[src/rtl/gp_chain_pkg.sv]
// Shared types and constants for the sequential generate/propagate carry-chain scheduler.
package gp_chain_pkg;

    typedef enum logic [1:0] {
        IDLE = 2'd0,
        RUN  = 2'd1,
        DONE = 2'd2
    } state_t;

    localparam int GP_CHAIN_N_DEFAULT = 5;
    localparam int OPS_CNT_W          = 16;

endpackage

[src/rtl/gp_chain_sched_gp_cell.sv]
// Single generate/propagate AND-OR cell: y = g | (p & c).
module gp_cell (
    input  logic g,
    input  logic p,
    input  logic c,
    output logic y
);

    assign y = g | (p & c);

endmodule

[src/rtl/gp_chain_sched.sv]
// Time-multiplexed carry chain: one gp_cell evaluates stage idx per clock.
// Optional completed-operation counter on ops_cnt when GP_CHAIN_PERF_EN is defined.
module gp_chain_sched
    import gp_chain_pkg::*;
#(
    parameter int N = GP_CHAIN_N_DEFAULT
) (
    input  logic         clk,
    input  logic         rst_n,
    input  logic         in_valid,
    output logic         in_ready,
    input  logic         c_in,
    input  logic [N-1:0] g,
    input  logic [N-1:0] p,
    output logic         out_valid,
    input  logic         out_ready,
    output logic [N-1:0] carry
`ifdef GP_CHAIN_PERF_EN
    ,
    output logic [OPS_CNT_W-1:0] ops_cnt
`endif
);

    localparam int IDX_W = (N > 1) ? $clog2(N) : 1;

    state_t             state_reg;
    state_t             state_next;
    logic [IDX_W-1:0]   idx_reg;
    logic               c_in_q;
    logic [N-1:0]       g_q;
    logic [N-1:0]       p_q;
    logic [N-1:0]       carry_reg;

    logic [N-1:0]       stage_sel;
    logic [N-1:0]       prev_vec;
    logic               g_bit;
    logic               p_bit;
    logic               prev_bit;
    logic               cell_y;
    logic               last_stage;
    logic               handoff;

    // One-hot decode of idx drives every per-stage mux, so no variable indexing is needed.
    for (genvar gi = 0; gi < N; gi++) begin : g_sel
        assign stage_sel[gi] = (idx_reg == IDX_W'(gi));
    end

    assign prev_vec   = {carry_reg[N-2:0], c_in_q};
    assign g_bit      = |(g_q & stage_sel);
    assign p_bit      = |(p_q & stage_sel);
    assign prev_bit   = |(prev_vec & stage_sel);
    assign last_stage = (idx_reg == IDX_W'(N - 1));
    assign handoff    = (state_reg == DONE) && out_ready;

    gp_cell u_cell (
        .g (g_bit),
        .p (p_bit),
        .c (prev_bit),
        .y (cell_y)
    );

    always_comb begin
        state_next = state_reg;
        in_ready   = 1'b0;
        out_valid  = 1'b0;
        case (state_reg)
            IDLE: begin
                in_ready = 1'b1;
                if (in_valid) state_next = RUN;
            end
            RUN: begin
                if (last_stage) state_next = DONE;
            end
            DONE: begin
                out_valid = 1'b1;
                if (out_ready) state_next = IDLE;
            end
            default: state_next = IDLE;
        endcase
    end

    always_ff @(posedge clk or negedge rst_n) begin
        if (!rst_n) begin
            state_reg <= IDLE;
            idx_reg   <= '0;
            c_in_q    <= 1'b0;
            g_q       <= '0;
            p_q       <= '0;
            carry_reg <= '0;
        end else begin
            state_reg <= state_next;
            case (state_reg)
                IDLE: begin
                    if (in_valid) begin
                        c_in_q    <= c_in;
                        g_q       <= g;
                        p_q       <= p;
                        carry_reg <= '0;
                        idx_reg   <= '0;
                    end
                end
                RUN: begin
                    carry_reg <= (carry_reg & ~stage_sel) | ({N{cell_y}} & stage_sel);
                    if (!last_stage) idx_reg <= idx_reg + IDX_W'(1);
                end
                default: ;
            endcase
        end
    end

    assign carry = carry_reg;

`ifdef GP_CHAIN_PERF_EN
    logic [OPS_CNT_W-1:0] ops_cnt_reg;

    always_ff @(posedge clk or negedge rst_n) begin
        if (!rst_n) begin
            ops_cnt_reg <= '0;
        end else if (handoff && (ops_cnt_reg != {OPS_CNT_W{1'b1}})) begin
            ops_cnt_reg <= ops_cnt_reg + OPS_CNT_W'(1);
        end
    end

    assign ops_cnt = ops_cnt_reg;
`else
    logic unused_handoff;
    assign unused_handoff = handoff;
`endif

endmodule
[config.mk]
export PLATFORM = sky130hd
export DESIGN_NAME = gp_chain_sched
export DESIGN_NICKNAME = d
export VERILOG_FILES = /design/src/rtl/gp_chain_pkg.sv /design/src/rtl/gp_chain_sched_gp_cell.sv /design/src/rtl/gp_chain_sched.sv
export SDC_FILE = /design/constraint.sdc
export NUM_CORES = 1
export LEC_CHECK = 0
export CORE_ASPECT_RATIO = 1.5
export CORE_MARGIN = 3
export CORE_UTILIZATION = 53
export DETAILED_ROUTE_END_ITERATION = 7
export PLACE_DENSITY = 0.79
export SLEW_MARGIN = 20
export SYNTH_ARGS = -nofsm -noshare
export SYNTH_HDL_FRONTEND = slang
export SYNTH_HIERARCHICAL = 1
export SYNTH_SLANG_ARGS = --single-unit
[constraint.sdc]
create_clock -name clk -period 4.2 [get_ports clk]
set_input_delay 0.42 -clock clk [delete_from_list [all_inputs] [get_ports clk]]
set_output_delay 0.42 -clock clk [all_outputs]
set_load 0.02 [all_outputs]
==> results.md, run 1 <==
- Critical path depth: 2
- DR vias/cell: 5.68
- Clock latency on the worst-skew pair: 0.30 ns
- Area occupied by multi-input gates: 475 µm²
- Seq cells post-synth: 21
- Finished Core Util: 69.0%
- Routed len/inst: 14.8 µm
- Net Count, Synth: 105
- I/O Buffers: 21
- Crit start category: flip-flop
- Fillers: 152
- Post-Route WL: 1900 µm
- R2r worst-path depth: 6
- Crit path buffers/inverters: 1
- GPL Wtd Cong: 0.701
- Number of global-route vias before repair: 728
- DRT iter0 DRCs: 35
- Antenna diodes: 0
- Setup crit end kind: output pin
- Met2 Usage GRT: 29.2%
- Post-CTS setup buffers: 0
- Grt ovf: 0
- RR Endpoint: carry[3]
- Sequential cell area: 526 µm²
- CTS Hold Buffers Added: 0
- Final setup violation count: 0
- Fmax achieved: 504 MHz
- Worst Path Arrival: 1.56 ns
- Met1 Resource Use GR: 21.7%
- Post-layout minimum cycle time: 1.98 ns
- MaxCap Viol Count: 0
- NumNets Final: 128
- Cts bufs inserted: 3
- Critical Path Source: state_reg[1]
- Slew HR: 37.8%
- Total internal power: 581 µW
- Critical path type: reg -> out
- PwrDens: 739 nW/µm²
- Clock power frac: 9.8%
- Post-CTS sizing: 0
- Hold Path Class: reg -> reg
- Status: finished clean
- RSZ-0062 raised after global routing: no
- Total Power: 945 µW
- Yosys cell types: 22
- Setup crit end: out_valid
- Largest net degree at the start of global routing: 22
- Total Die Area: 2530 µm²
- R2r setup slk: 2.25 ns
- Row count: 19
- Cell Chain, Critical Path: nor2b_1, clkdlybuf4s50_1
- Seq/Total Area, Yosys: 50.7%
- Final Hold Slack: 0.517 ns
- Worst r2r src: idx_reg[0]
- Initial Util: 55.9%
- DIE HEIGHT: 60.2 µm
- CTS root buf: clkbuf_4
- Worst-path maximum fanout: 6
- Post-Synthesis Cells: 85
- Residual DRC: 0
- Top delay family on crit path: buffers and inverters
- Number of routed nets with antenna violations: 0
- Fin crit share: 47.2%
- Switching power: 365 µW
- Flop pwr share: 40.1%
- # clock sinks: 21
- GR met3 Demand/Resource: 2.71%
- Fin. max-slew vios: 0
- Net Sw Frac: 38.6%
- DR vias: 727
- Drt first pass iters: 4
- Clk slew on worst S/H paths: 0.10 ns
- # IOs: 22
- Post-DP HPWL: 1420 µm
- Pleak: 0.578 nW
- Combinational Power Share: 50.1%
- Chip width: 42.1 µm
- Slowest cell on crit path: clkdlybuf4s50_1
- Synth warnings: 6
- H-tree depth: 1
- Worst EP required: 3.78 ns
- Layout overhead on the synthesized area: 23.3%
- Clock Tree Buf Depth: 2
- Actual slew at the worst max-slew pin: 0.931 ns
- Total track usage: 17.5%
- CTS tree: done
- Share of cells above drive strength 1: 17.8%
- Antenna violations before repair: 0
- Critical path's largest stage delay: 0.62 ns
- Clk_skew: 0.00294 ns
- Final Hold Fails: 0
- Total negative slack: 0 ns
- Most Crowded Layer GR: met2
- Core ar.: 1850 µm²
- VDD IR max: 0.434 mV
- Mean Syn Cell Area: 12.2 µm²
- Syn Std Cell Area: 1040 µm²
- Global-route wire length before repair: 3320 µm
- Commonest non-fill, non-tap cells in the layout: dfrtp_1 (21), clkdlybuf4s50_1 (21), mux2_2 (14), nand2_1 (7), ha_1 (5)
## power by group through the flow
stage | clock network [mW] | registers, mW | logic, mW
finish | 0.0929 | 0.379 | 0.474
global route | 0.104 | 0.395 | 0.527
CTS | 0.0972 | 0.381 | 0.477
detailed placement | 0 | 0.385 | 0.476
global placement | 0 | 0.378 | 0.462
floorplan | 0 | 0.380 | 0.341
## per-stage QoR
step / worst slack [ns] / cell area, µm² / cells
final: 2.22 / 1280 / 128
after detailed placement: 2.10 / 1250 / 124
after global routing: 2.13 / 1280 / 128
after CTS: 2.20 / 1280 / 128
after global placement: 2.11 / 1250 / 124
after floorplan: 2.47 / 1040 / 85
## logic make-up after synthesis
kind of cell | count (synthesis) | synth area share, %
AO/OA/AOI/OAI | 19 | 13.8
multiplexers | 14 | 15.2
buffers and inverters | 7 | 3.50
flip-flops | 21 | 50.7
adder cells (fa/ha/maj) | 5 | 6.03
AND/OR/NAND/NOR | 19 | 10.9
## routing by layer
layer  wire length (µm)  share of wire [%]
met5                  0                  0
met4                 40                2.1
met3                 90                4.7
met2                974                 51
met1                795                 42
## synthesized netlist by cell type
cell type	instances	area share (%)
a21o_1	3	2.2
a21oi_1	3	1.4
a222oi_1	3	2.9
a22o_1	2	1.7
a31oi_1	1	0.60
a32o_1	3	2.9
and2b_1	2	1.4
and4bb_2	1	1.2
buf_2	2	0.97
buf_6	1	1.1
dfrtp_1	21	51
ha_1	5	6.0
inv_1	4	1.4
mux2_2	14	15
nand2_1	7	2.5
nand2b_1	1	0.60
nand3_1	2	0.97
nor2_1	3	1.1
nor2b_1	2	1.2
nor3b_4	1	1.8
o21ai_0	3	1.4
o22ai_1	1	0.60
## area by class of cell
class	count	share of cell area, %
clock buffers	4	2.05
repair buffers	21	16.4
flip-flops and latches	21	41.1
inverters	4	1.17
multi-input cells	57	37.2
well taps	21	2.05
## how the worst min path moves through the flow
stage,from,end,slack (ns),depth (start not counted)
after floorplan,rst_n,c_in_q,0.12,0
after global routing,g_q[3],g_q[3],0.54,1
after global placement,carry[4],carry[4],0.49,1
after detailed placement,g_q[0],g_q[0],0.50,1
final,g_q[0],g_q[0],0.52,1
after CTS,g_q[0],g_q[0],0.52,1
Note: power is estimated with default switching activity, not from simulation.
==> run 2, diff against run 1 <==
--- a/config.mk
+++ b/config.mk
@@ -7,9 +7,9 @@
 export LEC_CHECK = 0
 export CORE_ASPECT_RATIO = 1.5
 export CORE_MARGIN = 3
-export CORE_UTILIZATION = 53
+export CORE_UTILIZATION = 44
 export DETAILED_ROUTE_END_ITERATION = 7
-export PLACE_DENSITY = 0.79
+export PLACE_DENSITY = 0.69
 export SLEW_MARGIN = 20
 export SYNTH_ARGS = -nofsm -noshare
 export SYNTH_HDL_FRONTEND = slang
==> constraint.sdc (replaced) <==
create_clock -name clk -period 1.75 [get_ports clk]
set_input_delay 0.175 -clock clk [delete_from_list [all_inputs] [get_ports clk]]
set_output_delay 0.175 -clock clk [all_outputs]
set_load 0.02 [all_outputs]
==> run 2 against run 1 <==
Against the previous run:
- the flow now finishes with violations (setup timing)
- sequential share of layout area is 3.6 points lower
- total power grew to 2.7 times the previous value
- die area is 18% higher
- utilization is 3.0 points lower
- global-route usage is 0.64 points lower
- critical path depth is 4 higher
- register-to-register slack worse by 2.4 ns
- clock power grew to 2.6 times the previous value
- largest power group unchanged
- highest routed layer unchanged
==> results.md, run 2 (synthesis results as in run 1) <==
- Status: complete, but fails checks (was finished clean)
- Failing checks: setup timing
- Initial Util: 48.8% (was 55.9%)
- Total Die Area: 2990 µm² (was 2530 µm²)
- Hold Path Class: in -> async (was reg -> reg)
- Commonest non-fill, non-tap cells in the layout: dfrtp_1 (20), clkdlybuf4s50_1 (19), mux2_2 (14), buf_4 (9), nand2_1 (7) (was dfrtp_1 (21), clkdlybuf4s50_1 (21), mux2_2 (14), nand2_1 (7), ha_1 (5))
- Global-route wire length before repair: 3570 µm (was 3320 µm)
- DR vias/cell: 5.57 (was 5.68)
- Placed instance area: 1330 µm² (was 1250 µm²)
- # clock sinks: 21 (unchanged)
- MaxCap Viol Count: 0 (unchanged)
- Share of cells above drive strength 1: 33.3% (was 17.8%)
- Worst-path maximum fanout: 5 (was 6)
- Number of global-route vias before repair: 803 (was 728)
- Slew HR: 79.7% (was 37.8%)
- Pre-CTS WS: -0.120 ns (was 2.10 ns)
- Post-route cell area: 1400 µm² (was 1280 µm²)
- Post-layout minimum cycle time: 1.87 ns
- Routed len/inst: 15.4 µm (was 14.8 µm)
- Residual DRC: 0 (unchanged)
- NumNets Final: 138 (was 128)
- Final Hold Fails: 0 (unchanged)
- Worst Path Arrival: 2.08 ns (was 1.56 ns)
- Clock latency on the worst-skew pair: 0.31 ns (was 0.30 ns)
- Number of routed nets with antenna violations: 0 (unchanged)
- Largest net degree at the start of global routing: 22 (unchanged)
- Fin crit share: 107%
- GPL Wtd Cong: 0.725 (was 0.701)
- DIE HEIGHT: 65.5 µm (was 60.2 µm)
- Final setup violation count: 5 (was 0)
- Most common cell after layout, fill and taps aside: dfrtp_1
- Row count: 20 (was 19)
- Slowest cell on crit path: dfrtp_1 (was clkdlybuf4s50_1)
- Fmax achieved: 535 MHz
- Critical path type: reg -> reg (was reg -> out)
- Clk slew on worst S/H paths: 0.11 ns (was 0.10 ns)
- H-tree depth: 1 (unchanged)
- # IOs: 22 (unchanged)
- Cts bufs inserted: 3 (unchanged)
- Drt first pass iters: 4 (unchanged)
- CTS Hold Buffers Added: 0 (unchanged)
- Layout overhead on the synthesized area: 35.3% (was 23.3%)
- Fin. max-slew vios: 0 (unchanged)
- PwrDens: 1800 nW/µm² (was 739 nW/µm²)
- Final WS setup: -0.120 ns (was 2.22 ns)
- Pleak: 0.644 nW (was 0.578 nW)
- Critical path's largest stage delay: 0.45 ns (was 0.62 ns)
- Clk_skew: 0.000681 ns (was 0.00294 ns)
- Post-Route WL: 2140 µm (was 1900 µm)
- I/O Buffers: 21 (unchanged)
- Cell Chain, Critical Path: ha_2, ha_4, a222oi_1, nand2_1, a21o_1, a32o_2 (was nor2b_1, clkdlybuf4s50_1)
- WL met3: 109 µm (was 90 µm)
- Post-DP HPWL: 1560 µm (was 1420 µm)
- CTS root buf: clkbuf_4 (unchanged)
- Worst EP required: 1.96 ns (was 3.78 ns)
- RSZ-0062 raised after global routing: yes (was no)
- Crit start category: flip-flop (unchanged)
- Total track usage: 16.8% (was 17.5%)
- Chip width: 45.6 µm (was 42.1 µm)
- Core ar.: 2130 µm² (was 1850 µm²)
- Grt ovf: 0 (unchanged)
- Finished Core Util: 66.0% (was 69.0%)
- Clock Tree Buf Depth: 2 (unchanged)
- DR vias: 774 (was 727)
- Final Hold Slack: 0.198 ns (was 0.517 ns)
- Setup crit end kind: flip-flop (was output pin)
- Actual slew at the worst max-slew pin: 0.304 ns (was 0.931 ns)
- VDD IR max: 0.944 mV (was 0.434 mV)
- CTS tree: done (unchanged)
- Antenna violations before repair: 0 (unchanged)
- Antenna diodes: 0 (unchanged)
- R2r worst-path depth: 6 (unchanged)
- Metal2 WL: 1120 µm (was 974 µm)
- Highest metal used: met4 (unchanged)
- Met1 WL: 843 µm (was 795 µm)
- DRT iter0 DRCs: 25 (was 35)
run 2: stage by stage:
stage	power, mW	setup TNS [ns]	std cells
finish	2.53	-0.488	139
detailed placement	2.21	-0.475	133
global placement	2.17	-0.211	133
CTS	2.50	-0.287	138
floorplan	1.73	0	85
global route	2.74	-1.07	139
run 2: final timing paths:
check                            from           end  slack (ns)
hold / removal                  rst_n      carry[2]        0.20
setup reg to reg           idx_reg[1]      carry[2]       -0.12
min in group clk            out_ready  state_reg[1]        0.43
setup / recovery           idx_reg[1]      carry[2]       -0.12
max in group asynchronous       rst_n  state_reg[1]        1.33
hold reg to reg                c_in_q        c_in_q        0.52
run 2: critical path: cells and delay by family, from the launching register on:
family	cells	cell delay (ns)
compound gates	3	0.85
flops	1	0.45
simple gates	1	0.08
fa+ha+maj	2	0.38
run 2: per-layer routing:
metal	GRT usage (%)	vias up
met2	27.3	21
met5	0	-
met4	11.0	0
met1	18.8	373
li1	-	373
met3	3.84	7
run 2: report_power, final:
group          leakage, nW  switching, mW  total [mW]  internal (mW)
clock               0.0150          0.149       0.238         0.0893
sequential           0.258          0.187       0.912          0.725
combinational        0.370          0.634        1.38          0.748
run 2: cell type report:
type                            count  area, µm²
Multi-Input combinational cell     57        509
Timing Repair Buffer               31        299
Clock buffer                        4       26.3
Tap cell                           22       27.5
Fill cell                         157        723
Inverter                            4       15.0
Sequential cell                    21        527
run 2: timing repair:
action / in CTS / in global routing
pin swaps: 4 / 0
resized for setup: 8 / 6
hold endpoints to repair: 0 / 0
setup endpoints to repair: 6 / 8
setup buffers: 1 / 1
==> run 3, diff against run 2 <==
--- a/config.mk
+++ b/config.mk
@@ -7,9 +7,10 @@
 export LEC_CHECK = 0
 export CORE_ASPECT_RATIO = 1.5
 export CORE_MARGIN = 3
-export CORE_UTILIZATION = 44
+export CORE_UTILIZATION = 47
+export CTS_BUF_LIST = sky130_fd_sc_hd__clkbuf_8
 export DETAILED_ROUTE_END_ITERATION = 7
-export PLACE_DENSITY = 0.69
+export PLACE_DENSITY = 0.74
 export SLEW_MARGIN = 20
 export SYNTH_ARGS = -nofsm -noshare
 export SYNTH_HDL_FRONTEND = slang
==> constraint.sdc (replaced) <==
create_clock -name clk -period 1.6 [get_ports clk]
set_input_delay 0.16 -clock clk [delete_from_list [all_inputs] [get_ports clk]]
set_output_delay 0.16 -clock clk [all_outputs]
set_load 0.02 [all_outputs]
==> run 3 against run 2 <==
Against the previous run:
- the run still ends with setup timing left
- sequential share of layout area decreased by 0.35 points
- combinational power increased by 9%
- fmax increased by 2.5%
- first-iteration DRC count decreased by 68%
- setup slack got worse by 0.10 ns
- non-clock buffer count increased by 1
- flip-flop and latch count unchanged
- final cell count increased by 0.72%
- critical path depth increased by 1
- clock-buffer cell count decreased by 1
- hold slack improved by 0.044 ns
- via count increased by 3.1%
- largest cell class unchanged
==> results.md, run 3 (synthesis results as in run 1) <==
- MaxCap Viol Count: 0 (unchanged)
- Final Hold Fails: 0 (unchanged)
- Cell Chain, Critical Path: inv_2, ha_2, and2b_2, a222oi_1, nand2_1, a21o_1, a32o_1 (was ha_2, ha_4, a222oi_1, nand2_1, a21o_1, a32o_2)
- Area occupied by multi-input gates: 497 µm² (was 509 µm²)
- # clock sinks: 21 (unchanged)
- Critical path's largest stage delay: 0.39 ns (was 0.45 ns)
- DR vias/cell: 5.70 (was 5.57)
- Clock power frac: 12.0% (was 9.4%)
- Worst-path maximum fanout: 5 (unchanged)
- # IOs: 22 (unchanged)
- Total internal power: 1.78 mW (was 1.56 mW)
- Switching power: 1.05 mW (was 970 µW)
- CTS tree: done (unchanged)
- Total track usage: 17.7% (was 16.8%)
- Core ar.: 2050 µm² (was 2130 µm²)
- Clk_skew: 0.00721 ns (was 0.000681 ns)
- I/O Buffers: 21 (unchanged)
- Initial Util: 50.5% (was 48.8%)
- Most common cell after layout, fill and taps aside: dfrtp_1 (unchanged)
- Critical path depth: 7 (was 6)
- Sequential cell area: 526 µm² (was 527 µm²)
- Clock Tree Buf Depth: 2 (unchanged)
- Actual slew at the worst max-slew pin: 0.298 ns (was 0.304 ns)
- RSZ-0062 raised after global routing: yes (unchanged)
- GPL Wtd Cong: 0.818 (was 0.725)
- Top delay family on crit path: compound AO/OA/AOI/OAI gates (unchanged)
- Drt first pass iters: 4 (unchanged)
- Antenna violations before repair: 0 (unchanged)
- Number of routed nets with antenna violations: 0 (unchanged)
- VDD IR max: 1.15 mV (was 0.944 mV)
- Hold Path Class: in -> async (unchanged)
- Final WS setup: -0.224 ns (was -0.120 ns)
- Commonest non-fill, non-tap cells in the layout: dfrtp_1 (21), clkdlybuf4s50_1 (19), mux2_2 (14), buf_4 (10), nand2_1 (7) (was dfrtp_1 (20), clkdlybuf4s50_1 (19), mux2_2 (14), buf_4 (9), nand2_1 (7))
- Fillers: 165 (was 157)
- Flop pwr share: 35.1% (was 36.0%)
- Non-Filler Instances: 140 (was 139)
- R2r worst-path depth: 7 (was 6)
- DR vias: 798 (was 774)
- CTS root buf: clkbuf_8 (was clkbuf_4)
- PwrDens: 2000 nW/µm² (was 1800 nW/µm²)
- DIE HEIGHT: 63.5 µm (was 65.5 µm)
- Worst Path Arrival: 1.98 ns (was 2.08 ns)
- Crit path buffers/inverters: 1 (was 0)
- Critical path type: reg -> reg (unchanged)
- Combinational Power Share: 52.8% (was 54.6%)
- Status: complete, but fails checks (unchanged)
- CTS Hold Buffers Added: 0 (unchanged)
- NumNets Final: 139 (was 138)
- Layout overhead on the synthesized area: 36.3% (was 35.3%)
- Share of cells above drive strength 1: 31.4% (was 33.3%)
- Fin crit share: 114% (was 107%)
- Slew HR: 80.1% (was 79.7%)
- Cts bufs inserted: 3 (unchanged)
- Post-Route WL: 2120 µm (was 2140 µm)
- Clk slew on worst S/H paths: 0.08 ns (was 0.11 ns)
- Placed Cells incl. Taps: 134 (was 133)
- Post-layout minimum cycle time: 1.82 ns (was 1.87 ns)
- Placed instance area: 1350 µm² (was 1330 µm²)
- Clock latency on the worst-skew pair: 0.26 ns (was 0.31 ns)
- Net Sw Frac: 37.2% (was 38.3%)
- Slowest cell on crit path: dfrtp_1 (unchanged)
- Total negative slack: -1.06 ns (was -0.488 ns)
- Total Die Area: 2820 µm² (was 2990 µm²)
- Antenna diodes: 0 (unchanged)
- Failing checks: setup timing (unchanged)
- Chip width: 44.4 µm (was 45.6 µm)
- Largest net degree at the start of global routing: 22 (unchanged)
- Row count: 20 (unchanged)
- Setup crit end kind: flip-flop (unchanged)
- Final Hold Slack: 0.241 ns (was 0.198 ns)
- Fin. max-slew vios: 0 (unchanged)
- Pleak: 0.646 nW (was 0.644 nW)
- Number of global-route vias before repair: 855 (was 803)
- DRT iter0 DRCs: 8 (was 25)
- Worst EP required: 1.75 ns (was 1.96 ns)
- Final setup violation count: 5 (unchanged)
- Fmax achieved: 548 MHz (was 535 MHz)
- Residual DRC: 0 (unchanged)
- Crit start category: flip-flop (unchanged)
- Post-route cell area: 1410 µm² (was 1400 µm²)
- Total Power: 2.83 mW (was 2.53 mW)
- Routed len/inst: 15.1 µm (was 15.4 µm)
- Post-DP HPWL: 1620 µm (was 1560 µm)
- Grt ovf: 0 (unchanged)
- Global-route wire length before repair: 3670 µm (was 3570 µm)
- H-tree depth: 1 (unchanged)
## run 3: cell count changes in the layout (fill, tap and decap cells not counted), sizes merged
cell	before	now
clkbuf	4	3
dlymetal6s2s	1	0
dlygate4sd2	1	2
clkinv	0	1
buf	10	11
## run 3: power groups by stage
| stage | sequential, mW | clock, mW | combinational (mW) |
|---|---|---|---|
| 3_3_place_gp | 0.994 | 0 | 1.43 |
| 6_report | 0.994 | 0.340 | 1.50 |
| 4_1_cts | 0.994 | 0.348 | 1.48 |
| 5_1_grt | 1.04 | 0.373 | 1.66 |
| 3_5_place_dp | 1.01 | 0 | 1.47 |
| 2_1_floorplan | 1.00 | 0 | 0.918 |
## run 3: per-stage QoR
step	util (%)	setup WS, ns
floorplan	-	-0.0532
global placement	65.9	-0.119
detailed placement	65.9	-0.190
CTS	68.4	-0.216
global route	68.9	-0.352
finish	68.9	-0.224
## run 3: layout make-up
| class | count | share of cell area (%) |
|---|---|---|
| Inverter | 4 | 1.06 |
| Clock inverter | 1 | 0.354 |
| Multi-Input combinational cell | 57 | 35.1 |
| Tap cell | 22 | 1.95 |
| Sequential cell | 21 | 37.2 |
| Timing Repair Buffer | 32 | 21.4 |
| Clock buffer | 3 | 2.92 |
## run 3: path summary, 6_finish.rpt
path                                 start      endpoint  slack [ns]
worst max-delay path            idx_reg[0]      carry[2]       -0.22
worst min-delay path                 rst_n        p_q[2]        0.24
worst max register to register  idx_reg[0]      carry[2]       -0.22
worst min register to register    carry[4]      carry[4]        0.51
max in group asynchronous            rst_n        c_in_q        1.15
min in group clk                 out_ready  state_reg[1]        0.47
## run 3: timing repair
item | in CTS | in global routing
endpoints found under the setup margin | 7 | 6
endpoints found under the hold margin | 0 | 0
pin swaps | 1 | 3
buffers inserted | 1 | 1
resized for setup | 2 | 3
## run 3: metal layers
metal	GRT usage [%]	wire (µm)	up-vias
met2	31.2	1150	23
met5	0	0	-
met4	9.43	68	0
li1	-	-	373
met1	19.4	806	395
met3	2.57	89	7
## run 3: worst register-to-register path, delay by kind of cell (launching register included)
family          cells  cell delay [ns]
compound gates      3             0.79
flops               1             0.39
simple gates        2             0.31
fa+ha+maj           1             0.17
buf+inv             1             0.05
